`src/rtl/alu_pkg.sv`:
```
// alu_pkg: shared widths, opcode and output-stage enums, opcode legality check.
package alu_pkg;
    localparam int DATA_W = 16;
    localparam int OP_W   = 3;
    typedef enum logic [OP_W-1:0] {
        OP_ADD = 3'd0,
        OP_SUB = 3'd1,
        OP_AND = 3'd2,
        OP_OR  = 3'd3,
        OP_XOR = 3'd4,
        OP_NOT = 3'd5
    } alu_op_e;
    typedef enum logic {ST_EMPTY, ST_FULL} out_state_e;
    function automatic logic is_legal_op(input logic [OP_W-1:0] op);
        return op <= OP_NOT;
    endfunction
endpackage

```
`src/rtl/alu_arbiter_if.sv`:
```
// alu_arbiter_if: requester channels and response channel of the shared ALU.
// slave modport is the arbiter side, master modport is the client side.
interface alu_arbiter_if
    import alu_pkg::*;
#(
    parameter int NUM_REQ = 4
);
    localparam int ID_W = $clog2(NUM_REQ);
    logic [NUM_REQ-1:0]        req_valid;
    logic [NUM_REQ-1:0]        req_ready;
    logic [NUM_REQ*OP_W-1:0]   req_opcode;
    logic [NUM_REQ*DATA_W-1:0] req_a;
    logic [NUM_REQ*DATA_W-1:0] req_b;
    logic                      rsp_valid;
    logic                      rsp_ready;
    logic [ID_W-1:0]           rsp_id;
    logic [DATA_W-1:0]         rsp_result;
    logic                      rsp_err;
    modport slave (
        input  req_valid, req_opcode, req_a, req_b, rsp_ready,
        output req_ready, rsp_valid, rsp_id, rsp_result, rsp_err
    );
    modport master (
        output req_valid, req_opcode, req_a, req_b, rsp_ready,
        input  req_ready, rsp_valid, rsp_id, rsp_result, rsp_err
    );
endinterface

```
`src/rtl/alu_arbiter_alu.sv`:
```
// alu: combinational 16-bit ALU (ADD, SUB, AND, OR, XOR, NOT A).
// Ports: clk, rst_n (tied off, no state), i_op opcode, i_a/i_b operands, o_y result.
module alu
    import alu_pkg::*;
(
    input  logic              clk,
    input  logic              rst_n,
    input  logic [OP_W-1:0]   i_op,
    input  logic [DATA_W-1:0] i_a,
    input  logic [DATA_W-1:0] i_b,
    output logic [DATA_W-1:0] o_y
);
    logic w_unused;
    assign w_unused = clk ^ rst_n;
    always_comb
        o_y = (i_op == OP_ADD) ? i_a + i_b :
              (i_op == OP_SUB) ? i_a - i_b :
              (i_op == OP_AND) ? i_a & i_b :
              (i_op == OP_OR)  ? i_a | i_b :
              (i_op == OP_XOR) ? i_a ^ i_b :
              (i_op == OP_NOT) ? ~i_a      : '0;
endmodule

```
`src/rtl/alu_arbiter.sv`:
```
// alu_arbiter: round-robin sharing of one ALU among NUM_REQ requesters with a registered response stage.
// Ports: clk, rst_n (async active-low), bus (alu_arbiter_if.slave: request and response channels).
module alu_arbiter
    import alu_pkg::*;
#(
    parameter int NUM_REQ = 4
)(
    input  logic         clk,
    input  logic         rst_n,
    alu_arbiter_if.slave bus
);
    localparam int ID_W = $clog2(NUM_REQ);
    out_state_e          r_state, w_state_nxt;
    logic [ID_W-1:0]     r_rr_ptr, r_id, w_grant;
    logic [DATA_W-1:0]   r_result, w_alu_y;
    logic                r_err, w_found, w_can_accept, w_accept, w_legal;
    logic [ID_W:0]       w_pick;
    logic [NUM_REQ-1:0]  w_ready;
    logic [OP_W-1:0]     w_op;
    // {found, index}: scan downward so the lowest offset from the pointer wins
    function automatic logic [ID_W:0] rr_pick(input logic [NUM_REQ-1:0] v, input logic [ID_W-1:0] p);
        logic [ID_W:0] r;
        r = '0;
        for (int k = NUM_REQ - 1; k >= 0; k--)
            if (v[(int'(p) + k) % NUM_REQ]) r = {1'b1, ID_W'((int'(p) + k) % NUM_REQ)};
        return r;
    endfunction
    assign w_pick       = rr_pick(bus.req_valid, r_rr_ptr);
    assign w_found      = w_pick[ID_W];
    assign w_grant      = w_pick[ID_W-1:0];
    assign w_can_accept = (r_state == ST_EMPTY) || bus.rsp_ready;
    // rst_n gating keeps req_ready low during reset, not just after the first edge
    assign w_ready      = (rst_n && w_found && w_can_accept) ? (NUM_REQ'(1) << w_grant) : '0;
    assign w_accept     = |(bus.req_valid & w_ready);
    assign w_op         = bus.req_opcode[w_grant*OP_W +: OP_W];
    assign w_legal      = is_legal_op(w_op);
    alu u_alu (
        .clk   (clk),
        .rst_n (rst_n),
        .i_op  (w_op),
        .i_a   (bus.req_a[w_grant*DATA_W +: DATA_W]),
        .i_b   (bus.req_b[w_grant*DATA_W +: DATA_W]),
        .o_y   (w_alu_y)
    );
    always_comb begin
        w_state_nxt = r_state;
        if (w_accept) w_state_nxt = ST_FULL;
        else if (bus.rsp_ready) w_state_nxt = ST_EMPTY;
    end
    always_ff @(posedge clk or negedge rst_n)
        if (!rst_n) begin
            r_state  <= ST_EMPTY;
            r_rr_ptr <= '0;
            r_id     <= '0;
            r_result <= '0;
            r_err    <= 1'b0;
        end else begin
            r_state <= w_state_nxt;
            if (w_accept) begin
                r_rr_ptr <= (w_grant == ID_W'(NUM_REQ - 1)) ? '0 : w_grant + 1'b1;
                r_id     <= w_grant;
                r_result <= w_legal ? w_alu_y : '0;
                r_err    <= !w_legal;
            end
        end
    assign bus.req_ready  = w_ready;
    assign bus.rsp_valid  = (r_state == ST_FULL);
    assign bus.rsp_id     = r_id;
    assign bus.rsp_result = r_result;
    assign bus.rsp_err    = r_err;
endmodule
```
`src/flat_wrapper.sv`:
```
// flat-port wrapper written by rule: the top's interface ports become plain ports
module alu_arbiter_flat import alu_pkg::*;
#(
    parameter int NUM_REQ = 4
)
  (clk, rst_n, bus_req_valid, bus_req_opcode, bus_req_a, bus_req_b, bus_rsp_ready, bus_req_ready, bus_rsp_valid, bus_rsp_id, bus_rsp_result, bus_rsp_err);
  alu_arbiter_if #(.NUM_REQ(NUM_REQ)) bus_i ();
  input  logic clk;
  input  logic rst_n;
  input wire logic [$bits(bus_i.req_valid)-1:0] bus_req_valid;
  input wire logic [$bits(bus_i.req_opcode)-1:0] bus_req_opcode;
  input wire logic [$bits(bus_i.req_a)-1:0] bus_req_a;
  input wire logic [$bits(bus_i.req_b)-1:0] bus_req_b;
  input wire logic [$bits(bus_i.rsp_ready)-1:0] bus_rsp_ready;
  output wire logic [$bits(bus_i.req_ready)-1:0] bus_req_ready;
  output wire logic [$bits(bus_i.rsp_valid)-1:0] bus_rsp_valid;
  output wire logic [$bits(bus_i.rsp_id)-1:0] bus_rsp_id;
  output wire logic [$bits(bus_i.rsp_result)-1:0] bus_rsp_result;
  output wire logic [$bits(bus_i.rsp_err)-1:0] bus_rsp_err;
  assign bus_i.req_valid = bus_req_valid;
  assign bus_i.req_opcode = bus_req_opcode;
  assign bus_i.req_a = bus_req_a;
  assign bus_i.req_b = bus_req_b;
  assign bus_i.rsp_ready = bus_rsp_ready;
  assign bus_req_ready = bus_i.req_ready;
  assign bus_rsp_valid = bus_i.rsp_valid;
  assign bus_rsp_id = bus_i.rsp_id;
  assign bus_rsp_result = bus_i.rsp_result;
  assign bus_rsp_err = bus_i.rsp_err;
  alu_arbiter #(.NUM_REQ(NUM_REQ)) u_core (.clk(clk), .rst_n(rst_n), .bus(bus_i));
endmodule
```
`config.mk`:
```
export PLATFORM = sky130hd
export DESIGN_NAME = alu_arbiter_flat
export DESIGN_NICKNAME = d
export VERILOG_FILES = /design/src/rtl/alu_pkg.sv /design/src/rtl/alu_arbiter_if.sv /design/src/rtl/alu_arbiter_alu.sv /design/src/rtl/alu_arbiter.sv /design/src/flat_wrapper.sv
export SDC_FILE = /design/constraint.sdc
export NUM_CORES = 1
export LEC_CHECK = 0
export ABC_AREA = 1
export CORE_MARGIN = 3
export CORE_UTILIZATION = 52
export DETAILED_ROUTE_END_ITERATION = 8
export PLACE_DENSITY = 0.89
export SYNTH_ARGS = -nofsm -noshare
export SYNTH_HDL_FRONTEND = slang
export SYNTH_SLANG_ARGS = --single-unit
```
`constraint.sdc`:
```
create_clock -name clk -period 13.03 [get_ports clk]
set_input_delay 1.303 -clock clk [delete_from_list [all_inputs] [get_ports clk]]
set_output_delay 1.303 -clock clk [all_outputs]
set_load 0.01 [all_outputs]
```
==> key figures, run 1 <==
CTS
  – Setup bufs post-CTS: 0
  – CTS Root Buffer Type: clkbuf_8
  – H-tree levels: 1
  – # clock sinks: 22
  – Cts hold-fix bufs: 0
  – Post-CTS Resized: 0
  – Clock transition at path regs: 0.07 ns
  – Clk Latency, worst-skew pair: 0.25 ns
  – Number of CTS-inserted buffers: 3
  – Clk buf depth: 2
  – CTS tree: yes

Setup path
  – Slowest-stage cell, CP: clkdlybuf4s50_1
  – CP Max Fanout: 85
  – Flop-to-flop setup slack: 7.93 ns
  – RR Startpoint: u_core.r_rr_ptr[0]$_DFFE_PN0P_
  – Crit path kind: input pin to flip-flop
  – CP required: 13.22 ns
  – Crit path capture type: flip-flop
  – Worst EP arrival: 6.37 ns
  – Worst reg-to-reg path cell count: 25
  – Most used cell, CP: nand2_1
  – Peak per-stage delay on the critical path: 0.51 ns
  – Setup crit end: u_core.bus.rsp_result[12]$_DFFE_PN0P_
  – Reg2Reg Capture Point: u_core.bus.rsp_result[12]$_DFFE_PN0P_
  – Startpoint Class: input pin
  – Worst Setup SP: bus_req_valid[1]

Synthesis
  – Synth unique cells: 40
  – Post-Syn Instances: 934
  – Synth Flop Type: dfrtp_1
  – Synthesized net count: 1134
  – Compound-cell area share of the yosys netlist: 0.143
  – Synth Area in XOR/XNOR: 0.0346
  – Seq cells post-synth: 22
  – Post-synth EDFFs: 0
  – Post-synthesis instance area: 5310 um^2
  – Multiplexer share of the synthesized area: 0
  – Yosys warnings: 0
  – Post-synthesis adder-cell area fraction: 0.126
  – Largest family of logic cells by synthesized area: simple AND/OR/NAND/NOR gates
  – Simple-gate share of the synthesized area: 0.446
  – Seq/Total Area, Yosys: 0.104
  – Synthesized area per cell: 5.69 um^2
  – FFs w/ async S/R, synth: 1.00

Detailed routing
  – DRT antenna net count: 0
  – Drt drc: 0
  – Initial DRC Count: 508
  – Pre-Repair DR Iteration Count: 5
  – DR WL/cell: 13.8 um
  – Vias/cell: 5.33
  – Via Count: 6373
  – Final WL: 16500 um

Global routing
  – Total GRT Usage: 0.287
  – Vias in the first global route: 5865
  – Total grt overflow: 0
  – Wire length of the first global-routing pass: 27300 um
  – Initial antenna violation count: 0
  – Largest net degree at the start of global routing: 86

Place
  – Global placement routability congestion: 1.02
  – Hpwl dp: 13200 um
  – Pre-CTS setup slack: 6.74 ns
  – IO buf count: 170
  – Post-DP Area: 6960 um^2

Cells and area
  – Layout cells sized above 1: 0.0743
  – Number of nets in the layout: 1265
  – Diodes inserted: 0
  – Post-layout util: 0.710
  – Final Cell Area: 7000 um^2
  – Area growth from synthesis to layout: 31.9%
  – Fill cells: 860

Run
  – Max-Cap Viols: 0

STA
  – Final Max Slew Viols: 0
  – Setup TNS: 0 ns
  – Unrepaired setup endpoints after global routing: no
  – Crit path time final: 6.18 ns
  – Slew margin rel.: 0.366
  – Measured slew at the worst slew-check pin: 0.948 ns
  – Post-route setup slack: 6.85 ns
  – Final setup fails: 0
  – Period utilization: 0.474
  – Setup Skew: 0.000871 ns
  – Final Hold Fails: 0
  – Highest Clock Rate: 162 MHz

Floorplanning
  – Row count: 36
  – Chip height: 107 um
  – Core ar.: 9860 um^2
  – Die extent in x: 107 um
  – Die area: 11500 um^2
  – Initial Util: 0.538
  – I/O Pins: 171

Run status
  – Status: finished clean

Min path
  – Hold Crit Class: flip-flop to flip-flop
## critical path: cells and delay by family
kind / cells / cell delay, ns
fa+ha+maj: 2 / 0.56
compound gates: 6 / 1.61
xor+xnor: 1 / 0.14
buf+inv: 3 / 0.93
simple gates: 13 / 1.76
## layer usage
layer | vias to the layer above | global-route usage | routed length (um)
met4 | 0 | 0.121 | 599
met2 | 328 | 0.474 | 7530
met3 | 50 | 0.0524 | 1620
li1 | 3193 | - | -
met5 | - | 0 | 0
met1 | 2802 | 0.367 | 6780
## flip-flops by register name (all words and copies together), names as in the netlist
register / count
u_core.bus.rsp_err: 1
u_core.bus.rsp_id: 2
u_core.bus.rsp_result: 16
u_core.bus.rsp_valid: 1
u_core.r_rr_ptr: 2
## worst min path at each step
| stage | end | from | cells past startpoint | slack, ns |
|---|---|---|---|---|
| 6_report | u_core.bus.rsp_result[11]$_DFFE_PN0P_ | u_core.bus.rsp_result[11]$_DFFE_PN0P_ | 2 | 0.48 |
| 5_1_grt | u_core.bus.rsp_result[4]$_DFFE_PN0P_ | u_core.bus.rsp_result[4]$_DFFE_PN0P_ | 2 | 0.51 |
| 4_1_cts | u_core.bus.rsp_result[10]$_DFFE_PN0P_ | u_core.bus.rsp_result[10]$_DFFE_PN0P_ | 2 | 0.49 |
| 3_5_place_dp | u_core.bus.rsp_result[11]$_DFFE_PN0P_ | u_core.bus.rsp_result[11]$_DFFE_PN0P_ | 2 | 0.47 |
| 3_3_place_gp | u_core.bus.rsp_result[4]$_DFFE_PN0P_ | u_core.bus.rsp_result[4]$_DFFE_PN0P_ | 2 | 0.46 |
| 2_1_floorplan | u_core.bus.rsp_result[2]$_DFFE_PN0P_ | u_core.bus.rsp_result[2]$_DFFE_PN0P_ | 2 | 0.52 |
## layout by cell type (no fill, tap or decap), drive strengths merged, types with 22 or more instances in the layout
master | netlist | layout
nand3 | 68 | 68
inv | 142 | 142
or2 | 53 | 53
clkdlybuf4s50 | 0 | 170
dfrtp | 22 | 22
nand2 | 247 | 247
nor2 | 120 | 120
a21oi | 62 | 62
ha | 52 | 52
o21ai | 35 | 35
## through the flow
| stage | hold WS, ns | std cells |
|---|---|---|
| floorplan | 0.515 | 934 |
| CTS | 0.486 | 1196 |
| global route | 0.506 | 1196 |
| detailed placement | 0.467 | 1193 |
| finish | 0.477 | 1196 |
| global placement | 0.463 | 1193 |
## final cells by class
cell class                 count  area (um^2)  share of cell area
tap                          133          166              0.0238
clock buffer                   3         41.3             0.00590
multi-input combinational    723         3990               0.570
sequential                    22          551              0.0786
inverter                     143          537              0.0766
timing repair buffer         172         1720               0.245
## cells by family (layout without fill, tap and decap cells)
| logic type | Yosys count | in the layout |
|---|---|---|
| AOI/OAI and AO/OA | 124 | 124 |
| buffers and inverters | 189 | 318 |
| and+or+nand+nor | 525 | 525 |
| adders and majority gates | 53 | 53 |
| xor gates and xnor gates | 21 | 21 |
| DFF | 22 | 22 |
## synthesized netlist by cell type, types with 2 or more instances
cell type  count  area (um^2)
nand2_1      236          886
inv_1        137          514
nor2_1       116          435
nand3_1       64          320
a21oi_1       62          310
ha_1          52          651
or2_2         41          257
o21ai_0       32          160
buf_2         26          130
dfrtp_1       22          551
xor2_1        20          175
nand4_1       18          113
nand3b_1      13         97.6
clkbuf_1      12         45.0
nand2_2       11         68.8
or2_1         11         68.8
a32oi_1        9         78.8
a32oi_2        7          114
inv_2          5         18.8
nand3_2        4         40.0
buf_4          3         22.5
buf_6          3         33.8
nor3_1         3         15.0
o211ai_1       3         22.5
a31oi_1        2         12.5
buf_1          2         7.51
nor2_2         2         12.5
nor2_4         2         22.5
nor4_1         2         12.5
o21ai_1        2         10.0
o21bai_1       2         15.0
o31ai_1        2         15.0
Power of run 1 is not shown: default switching activity piles up to over one toggle a cycle in this logic, so the estimate is an artifact.
==> run 2, diff against run 1 <==
--- a/config.mk
+++ b/config.mk
@@ -7,9 +7,9 @@
 export LEC_CHECK = 0
 export ABC_AREA = 1
 export CORE_MARGIN = 3
-export CORE_UTILIZATION = 52
+export CORE_UTILIZATION = 44
 export DETAILED_ROUTE_END_ITERATION = 8
-export PLACE_DENSITY = 0.89
+export PLACE_DENSITY = 0.8
 export SYNTH_ARGS = -nofsm -noshare
 export SYNTH_HDL_FRONTEND = slang
 export SYNTH_SLANG_ARGS = --single-unit
==> constraint.sdc (replaced) <==
create_clock -name clk -period 4.97 [get_ports clk]
set_input_delay 0.497 -clock clk [delete_from_list [all_inputs] [get_ports clk]]
set_output_delay 0.497 -clock clk [all_outputs]
set_load 0.01 [all_outputs]
==> key figures, run 2 (same netlist as run 1, synthesis figures left out) <==
Cells and area
  – Number of flip-flops in the largest register: 16
  – Fill cells: 1132
  – Area of the multi-input gates: 4000 um^2
  – Diodes inserted: 0
  – Most frequent cells in the layout: nand2_1, clkdlybuf4s50_1, inv_1
  – Number of nets in the layout: 1288
  – Final Cell Area: 7260 um^2
  – Reg area: 551 um^2
  – Area growth from synthesis to layout: 36.6%
  – Most common cell after layout, fill and taps aside: nand2_1
  – Layout cells sized above 1: 0.0948

CTS
  – # clock sinks: 22
  – Cts hold-fix bufs: 0
  – Clock transition at path regs: 0.05 ns
  – CTS Root Buffer Type: clkbuf_16
  – H-tree levels: 1
  – Clk buf depth: 2
  – Clk Latency, worst-skew pair: 0.25 ns
  – Setup bufs post-CTS: 0
  – Number of CTS-inserted buffers: 3
  – CTS tree: yes

Setup path
  – CP Cell Sequence: clkdlybuf4s50_1, inv_1, o21ai_0, nand2_1, nand3_2, nand3_2, nand2_4, inv_2, or2_2, a32oi_1, inv_1, ha_1, o31ai_1, nand3_1, nand2_1, nand2_1, a31oi_1, xor2_1, nand2_1, nand2_1, nand2_1, nand2_1, nand2_1
  – Crit path kind: input pin to flip-flop
  – CP required: 5.11 ns
  – Most used cell, CP: nand2_1
  – Flop-to-flop setup slack: 0.63 ns
  – Slowest-stage cell, CP: o31ai_1
  – Peak per-stage delay on the critical path: 0.60 ns
  – Startpoint Class: input pin
  – CP Max Fanout: 17
  – Worst path buffer plus inverter count: 4
  – Critical path's top delay family: simple AND/OR/NAND/NOR gates
  – RR Startpoint: u_core.r_rr_ptr[0]$_DFFE_PN0P_
  – Worst reg-to-reg path cell count: 24
  – Crit path capture type: flip-flop
  – Reg2Reg Capture Point: u_core.bus.rsp_result[9]$_DFFE_PN0P_
  – Worst EP arrival: 4.72 ns

STA
  – Final Hold Fails: 0
  – Highest Clock Rate: 218 MHz
  – Final setup fails: 0
  – Period utilization: 0.922
  – Slew margin rel.: 0.568
  – Measured slew at the worst slew-check pin: 0.643 ns
  – Unrepaired setup endpoints after global routing: no
  – Final Max Slew Viols: 0
  – Setup Skew: 0.00241 ns
  – Crit path time final: 4.58 ns

Min path
  – Hold Crit Class: flip-flop to flip-flop
  – Hold Path Origin: u_core.bus.rsp_result[8]$_DFFE_PN0P_
  – Hold EP: u_core.bus.rsp_result[8]$_DFFE_PN0P_
  – WHS Path Cells: 2

Floorplanning
  – I/O Pins: 171
  – Core ar.: 11600 um^2
  – Die extent in x: 116 um
  – Chip height: 116 um
  – Row count: 39
  – Initial Util: 0.457
  – Die area: 13400 um^2

Place
  – IO buf count: 170
  – Post-DP Area: 7170 um^2
  – Hpwl dp: 13800 um
  – Global placement routability congestion: 1.00

Detailed routing
  – Vias/cell: 5.05
  – Via Count: 6209
  – Pre-Repair DR Iteration Count: 6
  – Final WL: 17000 um
  – DRT antenna net count: 0
  – DR WL/cell: 13.8 um
  – Drt drc: 0
  – Initial DRC Count: 562

Global routing
  – Vias in the first global route: 5638
  – Wire length of the first global-routing pass: 27700 um
  – Total grt overflow: 0
  – Total GRT Usage: 0.253
  – Largest net degree at the start of global routing: 48
  – Initial antenna violation count: 0

Run status
  – Status: finished clean

Run
  – Max-Cap Viols: 0
==> run 2: what timing repair did <==
item / in CTS / in global routing
endpoints found under the hold margin: 0 / 0
gates resized for setup: 0 / 5
setup endpoints to repair: 0 / 9
==> run 2: metrics by stage <==
step / utilization / TNS (ns) / cells / hold WS (ns) / setup WS, ns
after global placement: 0.618 / 0 / 1226 / 0.461 / 0.0591
after CTS: 0.624 / 0 / 1229 / 0.480 / 0.220
final: 0.625 / 0 / 1229 / 0.474 / 0.390
after global routing: 0.625 / 0 / 1229 / 0.496 / 0.0162
after floorplan: - / 0 / 934 / 0.201 / 0.763
after detailed placement: 0.618 / -0.0171 / 1226 / 0.465 / -0.0171
==> run 2: layer usage <==
| metal | global-route usage | up-vias | wire [um] |
|---|---|---|---|
| li1 | - | 3243 | - |
| met1 | 0.358 | 2664 | 7750 |
| met2 | 0.409 | 270 | 7520 |
| met3 | 0.0204 | 32 | 1210 |
| met4 | 0.0797 | 0 | 511 |
| met5 | 0 | - | 0 |
==> run 2: worst min-delay path: cells and delay by family (launching register included) <==
kind             cells  cell delay [ns]
DFF                  1             0.34
and+or+nand+nor      2             0.10
==> run 2: cell type report <==
class | count | share of cell area
Timing Repair Buffer | 195 | 0.264
Tap cell | 143 | 0.0247
Sequential cell | 22 | 0.0759
Multi-Input combinational cell | 723 | 0.551
Clock buffer | 3 | 0.0103
Inverter | 143 | 0.0740
==> run 2: worst max-delay path by stage <==
stage	start	end	slack (ns)	cells past startpoint
floorplan	bus_req_valid[1]	u_core.bus.rsp_result[13]$_DFFE_PN0P_	0.76	29
global placement	bus_req_valid[1]	u_core.bus.rsp_result[10]$_DFFE_PN0P_	0.06	31
detailed placement	bus_req_valid[1]	u_core.bus.rsp_result[10]$_DFFE_PN0P_	-0.02	29
CTS	bus_req_valid[1]	u_core.bus.rsp_result[10]$_DFFE_PN0P_	0.22	29
global route	bus_req_valid[3]	u_core.bus.rsp_result[14]$_DFFE_PN0P_	0.02	28
finish	bus_req_valid[3]	u_core.bus.rsp_result[9]$_DFFE_PN0P_	0.39	23
Power of run 2 is left out for the same reason.
